[src/rtl/psm_pkg.sv]
`default_nettype none
// +----------------------------------------------------------------------------+
// | Module   : psm_pkg                                                         |
// | Purpose  : Shared types, widths and helpers for power_safety_monitor.      |
// | Revision : 1.0 - initial release                                           |
// +----------------------------------------------------------------------------+
package psm_pkg;

    localparam int PSM_DATA_W = 12;
    localparam int PSM_CNT_W  = 16;
    localparam int PSM_EVT_W  = 4;

    typedef enum logic [0:0] {
        ST_IDLE = 1'b0,
        ST_WAIT = 1'b1
    } psm_state_t;

    function automatic logic [PSM_EVT_W-1:0] sat_inc(
        input logic [PSM_EVT_W-1:0] cnt,
        input logic [PSM_EVT_W-1:0] limit
    );
        return (cnt >= limit) ? limit : cnt + PSM_EVT_W'(1);
    endfunction

endpackage
`default_nettype wire

[src/rtl/psm_event_counter.sv]
`default_nettype none
// +----------------------------------------------------------------------------+
// | Module   : psm_event_counter                                               |
// | Purpose  : Saturating consecutive-event counter; trip marks the event      |
// |            that brings the count to LIMIT.                                 |
// | Revision : 1.0 - initial release                                           |
// +----------------------------------------------------------------------------+
module psm_event_counter
    import psm_pkg::*;
#(
    parameter int LIMIT = 3
) (
    input  logic clk,
    input  logic rst,
    input  logic inc,
    input  logic clr,
    input  logic sync_clr,
    output logic trip
);

    localparam logic [PSM_EVT_W-1:0] c_LIMIT = PSM_EVT_W'(LIMIT);

    logic [PSM_EVT_W-1:0] r_cnt;
    logic [PSM_EVT_W-1:0] w_cnt_inc;

    assign w_cnt_inc = sat_inc(r_cnt, c_LIMIT);
    assign trip      = inc && (w_cnt_inc == c_LIMIT);

    // A trip overrides a coincident clear and reloads the count to the limit.
    always_ff @(posedge clk) begin
        if (rst) begin
            r_cnt <= '0;
        end else if (trip) begin
            r_cnt <= c_LIMIT;
        end else if (clr || sync_clr) begin
            r_cnt <= '0;
        end else if (inc) begin
            r_cnt <= w_cnt_inc;
        end
    end

endmodule
`default_nettype wire

[src/rtl/power_safety_monitor.sv]
`default_nettype none
// +----------------------------------------------------------------------------+
// | Module   : power_safety_monitor                                            |
// | Purpose  : Laser-power sample monitor with over/under/missing fault        |
// |            latching and laser_enable interlock. PSM_UNDER_CHECK_EN         |
// |            enables the under-power check.                                  |
// | Revision : 1.0 - initial release                                           |
// +----------------------------------------------------------------------------+
module power_safety_monitor
    import psm_pkg::*;
#(
    parameter int DATA_W         = PSM_DATA_W,
    parameter int TIMEOUT_CYCLES = 64,
    parameter int FAULT_LIMIT    = 3
) (
    input  logic                 clk,
    input  logic                 rst,
    input  logic                 laser_pulse,
    input  logic                 adc_data_valid,
    input  logic [15:0]          adc_data_value,
    input  logic [DATA_W-1:0]    hi_thresh,
    input  logic [DATA_W-1:0]    lo_thresh,
    input  logic                 clear_peak,
    input  logic                 clear_fault,
    output logic [DATA_W-1:0]    last_power,
    output logic [DATA_W-1:0]    peak_power,
    output logic                 fault_over,
    output logic                 fault_under,
    output logic                 fault_missing,
    output logic                 laser_enable,
    output logic [PSM_CNT_W-1:0] sample_count
);

    localparam int                 c_TMR_W    = $clog2(TIMEOUT_CYCLES + 1);
    localparam logic [c_TMR_W-1:0] c_TMR_LAST = c_TMR_W'(TIMEOUT_CYCLES - 1);

    psm_state_t          r_state, w_state_nxt;
    logic [c_TMR_W-1:0]  r_timer, w_timer_nxt;
    logic                r_pulse, r_pulse_d;
    logic                w_pulse_rise, w_miss;
    logic [DATA_W-1:0]   w_sample, r_last, r_peak;
    logic [PSM_CNT_W-1:0] r_count;
    logic                w_over, w_trip_over, w_trip_miss;
    logic                r_fault_over, r_fault_missing, w_fault_under, r_laser_enable;

    assign w_sample     = adc_data_value[DATA_W-1:0];
    assign w_pulse_rise = r_pulse & ~r_pulse_d;
    assign w_over       = w_sample > hi_thresh;

    generate
        if (DATA_W < 16) begin : g_unused_hi
            logic w_unused_hi;
            assign w_unused_hi = ^adc_data_value[15:DATA_W];
        end
    endgenerate

    always_ff @(posedge clk) begin
        if (rst) begin
            r_state   <= ST_IDLE;
            r_timer   <= '0;
            r_pulse   <= 1'b0;
            r_pulse_d <= 1'b0;
        end else begin
            r_state   <= w_state_nxt;
            r_timer   <= w_timer_nxt;
            r_pulse   <= laser_pulse;
            r_pulse_d <= r_pulse;
        end
    end

    // A sample landing on the final window cycle beats the timeout.
    always_comb begin
        w_state_nxt = r_state;
        w_timer_nxt = r_timer;
        w_miss      = 1'b0;
        case (r_state)
            ST_IDLE: begin
                if (w_pulse_rise) begin
                    w_state_nxt = ST_WAIT;
                    w_timer_nxt = '0;
                end
            end
            ST_WAIT: begin
                w_timer_nxt = r_timer + c_TMR_W'(1);
                if (adc_data_valid) begin
                    w_state_nxt = ST_IDLE;
                end else if (r_timer == c_TMR_LAST) begin
                    w_miss      = 1'b1;
                    w_state_nxt = ST_IDLE;
                end
            end
            default: w_state_nxt = ST_IDLE;
        endcase
    end

    psm_event_counter #(.LIMIT(FAULT_LIMIT)) u_over_cnt (
        .clk(clk), .rst(rst),
        .inc(adc_data_valid & w_over), .clr(adc_data_valid & ~w_over),
        .sync_clr(clear_fault), .trip(w_trip_over)
    );

    psm_event_counter #(.LIMIT(FAULT_LIMIT)) u_miss_cnt (
        .clk(clk), .rst(rst),
        .inc(w_miss), .clr(adc_data_valid),
        .sync_clr(clear_fault), .trip(w_trip_miss)
    );

`ifdef PSM_UNDER_CHECK_EN
    logic w_under, w_trip_under, r_fault_under;

    assign w_under = ~w_over & (w_sample < lo_thresh);

    psm_event_counter #(.LIMIT(FAULT_LIMIT)) u_under_cnt (
        .clk(clk), .rst(rst),
        .inc(adc_data_valid & w_under), .clr(adc_data_valid & ~w_under),
        .sync_clr(clear_fault), .trip(w_trip_under)
    );

    always_ff @(posedge clk) begin
        if (rst) begin
            r_fault_under <= 1'b0;
        end else if (w_trip_under) begin
            r_fault_under <= 1'b1;
        end else if (clear_fault) begin
            r_fault_under <= 1'b0;
        end
    end

    assign w_fault_under = r_fault_under;
`else
    logic w_unused_lo;
    assign w_unused_lo   = ^lo_thresh;
    assign w_fault_under = 1'b0;
`endif

    always_ff @(posedge clk) begin
        if (rst) begin
            r_last          <= '0;
            r_peak          <= '0;
            r_count         <= '0;
            r_fault_over    <= 1'b0;
            r_fault_missing <= 1'b0;
            r_laser_enable  <= 1'b1;
        end else begin
            if (adc_data_valid) begin
                r_last  <= w_sample;
                r_count <= r_count + PSM_CNT_W'(1);
                if (clear_peak || (w_sample > r_peak)) begin
                    r_peak <= w_sample;
                end
            end else if (clear_peak) begin
                r_peak <= '0;
            end

            if (w_trip_over) begin
                r_fault_over <= 1'b1;
            end else if (clear_fault) begin
                r_fault_over <= 1'b0;
            end

            if (w_trip_miss) begin
                r_fault_missing <= 1'b1;
            end else if (clear_fault) begin
                r_fault_missing <= 1'b0;
            end

            r_laser_enable <= ~(r_fault_over | w_fault_under | r_fault_missing);
        end
    end

    assign last_power    = r_last;
    assign peak_power    = r_peak;
    assign sample_count  = r_count;
    assign fault_over    = r_fault_over;
    assign fault_under   = w_fault_under;
    assign fault_missing = r_fault_missing;
    assign laser_enable  = r_laser_enable;

endmodule
`default_nettype wire

[config.mk]
export PLATFORM = sky130hd
export DESIGN_NAME = power_safety_monitor
export DESIGN_NICKNAME = d
export VERILOG_FILES = /design/src/rtl/psm_pkg.sv /design/src/rtl/psm_event_counter.sv /design/src/rtl/power_safety_monitor.sv
export SDC_FILE = /design/constraint.sdc
export NUM_CORES = 1
export LEC_CHECK = 0
export ABC_AREA = 1
export CORE_ASPECT_RATIO = 1.1
export CORE_MARGIN = 4
export CORE_UTILIZATION = 40
export CTS_BUF_LIST = sky130_fd_sc_hd__clkbuf_2
export CTS_CLUSTER_SIZE = 10
export DETAILED_ROUTE_END_ITERATION = 10
export PLACE_DENSITY_LB_ADDON = 0.12
export SLEW_MARGIN = 20
export SYNTH_ARGS = -nofsm -noshare
export SYNTH_HDL_FRONTEND = slang
export SYNTH_SLANG_ARGS = --single-unit
[constraint.sdc]
create_clock -name clk -period 2.6 [get_ports clk]
set_input_delay 0.78 -clock clk [delete_from_list [all_inputs] [get_ports clk]]
set_output_delay 0.78 -clock clk [all_outputs]
set_load 0.02 [all_outputs]
==> results.tsv <==
metric	value	unit
drv.max_cap_violation_count	0	
vias_per_cell	4.626	
gr-usage-all-layers	16.97	%
detail_route.first_pass.iterations	4	
route.detailed.wl_per_inst	11.93	µm
met2_wirelength	3.508	mm
mux_share_of_post_synthesis_cell_area	0	%
worst_setup_path_end_kind	primary output	
routedLengthMet1	3.737	mm
drtIter0Drc	65	
maxUsedRoutingLayer	met4	
number_of_enable_flip_flop_cells_after_synthesis	0	
crit_arrival	1.57	ns
synth_flop_cell	dfxtp_1	
grt_antenna_before_repair	0	
yosys.cell_types.count	35	
final_hold_viol_count	0	
globalRoute.totalOverflow	0	
rows	33	
cts.reportedPaths.clkPinSlew	0.17	ns
num_io_pins	90	
clockRootBuffer	clkbuf_2	
cp_data_required_time	1.82	ns
cts_num_sinks	61	
cts-htree-levels	3	
cts.path.max_buffers	2	
power_leakage	0.001903	µW
layout_common_cells	98 x nand2_1, 72 x clkdlybuf4s50_1, 69 x inv_1	
power_per_cell_area	467.3	nW/µm²
synth_xor_xnor_area_share	1.374	%
achievable-frequency	426.4	MHz
syn-instance-count	450	
detail_route.drc_violations	0	
detailed_place.area	4105	µm²
starting_density	41.96	%
synth_simple_gate_area_share	29.24	%
design_power_total	1965	µW
family_with_the_most_delay_on_the_worst_path	buffers and inverters	
routed-wl-met3	339	µm
finalSetupViolCount	0	
outcome	complete, no violations	
grt_start_max_net_pins	31	
worst_path_max_delay_cell	clkdlybuf4s50_1	
critical-path-max-stage-delay	0.64	ns
critical_path_class	register to primary output	
worst_hold_path_type	register to register	
die_area	9464	µm²
placeableCoreArea	7597	µm²
worstSetupStartpointType	register	
grt_pass1_wl	12.82	mm
vias	2984	
yosysSeqAreaShare	38.30	%
cts.hold.buffers_added	0	
synth_compound_gate_area_share	9.772	%
relative_area_change_from_synthesis_to_final_layout	31.91	%
timing.final.crit_share	90.19	%
postSynthNetCount	524	
slew_viol_final	0	
tns	0	ns
ys_seq_elements	61	
die_w	93.12	µm
finalWorstPathRequiredPeriod	2.345	ns
path_cells	clkdlybuf4s50_1	
max-vdd-ir-drop	0.2489	mV
yosys_warnings	0	
synthArstFlopShare	0	%
antenna_violating_nets_post_route	0	
syn_area_per_cell	7.085	µm²
port_buffers	72	
floorplan.die.height	101.6	µm
aggregate_routed_wire_length	7.693	mm
post_cts.resized_instances	0	
cp_num_buf_inv	1	
clkLatencyLatePin	0.45	ns
final_common_cell	nand2_1	
place_hpwl	5.804	mm
crit_fanout	6	
final_area	4205	µm²
combinational_family_with_the_most_area_after_synthesis	simple AND/OR/NAND/NOR gates	
post_route_cells_drive_above_1_share	7.963	%
cts_setup_buffers	0	
number_of_global_route_vias_before_repair	2853	
final_nets	610	
rsz0062_at_grt	false	
num_antenna_cells	0	
tritoncts	yes	
cts-buffers-inserted	9	
routabilityCongestion	0.7932	
final_setup_skew	0.02087	ns
synth_fa_ha_area_share	10.99	%
netlist_area	3188	µm²
## layout make-up
cell class                 instances  area (µm²)
sequential                        61        1221
clock inverter                     2       35.03
inverter                          74       280.3
timing repair buffer              85       830.8
clock buffer                      13       65.06
tap                              105       131.4
fill                             775        3392
multi-input combinational        305        1642
## per-stage QoR
stage | setup WS [ns] | instances | hold slack (ns) | utilization (%)
CTS | 0.1929 | 645 | 0.4420 | 55.35
floorplan | 0.5702 | 450 | 0.4083 | -
detailed placement | -0.08520 | 630 | 0.4199 | 54.03
global placement | -0.05260 | 630 | 0.4167 | 54.03
global route | 0.1496 | 645 | 0.4817 | 55.35
finish | 0.2550 | 645 | 0.4399 | 55.35
## power by group
| part | total, µW | internal (µW) | switching, µW |
|---|---|---|---|
| sequential | 998 | 972 | 25.6 |
| combinational | 410 | 189 | 221 |
| clock | 558 | 233 | 324 |
## cell families after synthesis
family,after synthesis
and+or+nand+nor,211
buffers and inverters,84
DFF,61
AOI/OAI and AO/OA,60
adders and majority gates,28
xor gates and xnor gates,5
other,1
## per-layer routing
| metal | track usage [%] | up-vias |
|---|---|---|
| li1 | - | 1591 |
| met3 | 4.160 | 10 |
| met5 | 0 | - |
| met2 | 28.42 | 60 |
| met4 | 6.313 | 0 |
| met1 | 21.23 | 1323 |
## final timing paths
check	start	endpoint	cells after the start	slack (ns)
max reg2reg	peak_power[11]	peak_power[0]	11	0.83
min	u_over_cnt.r_cnt[2]	u_over_cnt.r_cnt[2]	2	0.44
min reg2reg	u_over_cnt.r_cnt[2]	u_over_cnt.r_cnt[2]	2	0.44
max	sample_count[11]	sample_count[11]	1	0.25
## Yosys cell counts, drive strengths merged, types with 3 or more instances
cell type  number  share of area, %
o21ai          16               2.5
inv            72               8.6
a21oi          40               6.3
buf             4              0.71
xnor2           4               1.1
nand2         101                12
ha             28                11
dfxtp          61                38
nand3          24               4.3
clkbuf          6              0.71
nand4           5              0.98
nand3b          3              0.71
nor2           67               8.4
nor3            8               1.9
## registers in the layout (all words and copies together) (netlist names)
signal / cells
fault_missing: 1
u_miss_cnt.r_cnt: 4
r_pulse: 1
r_pulse_d: 1
sample_count: 16
fault_over: 1
peak_power: 12
r_state: 1
r_timer: 7
u_over_cnt.r_cnt: 4
last_power: 12
laser_enable: 1
## worst reg2reg max path, cell delays in order, from the launching register on
cell     delay (ns)
dfxtp_1        0.39
inv_1          0.06
ha_1           0.30
nand2_1        0.10
nor3_2         0.22
nand2_1        0.07
nand3_1        0.11
nand3_4        0.09
nand2_4        0.14
inv_4          0.08
nor2_1         0.09
nor2_1         0.05
Note: power is estimated with default switching activity, not from simulation.
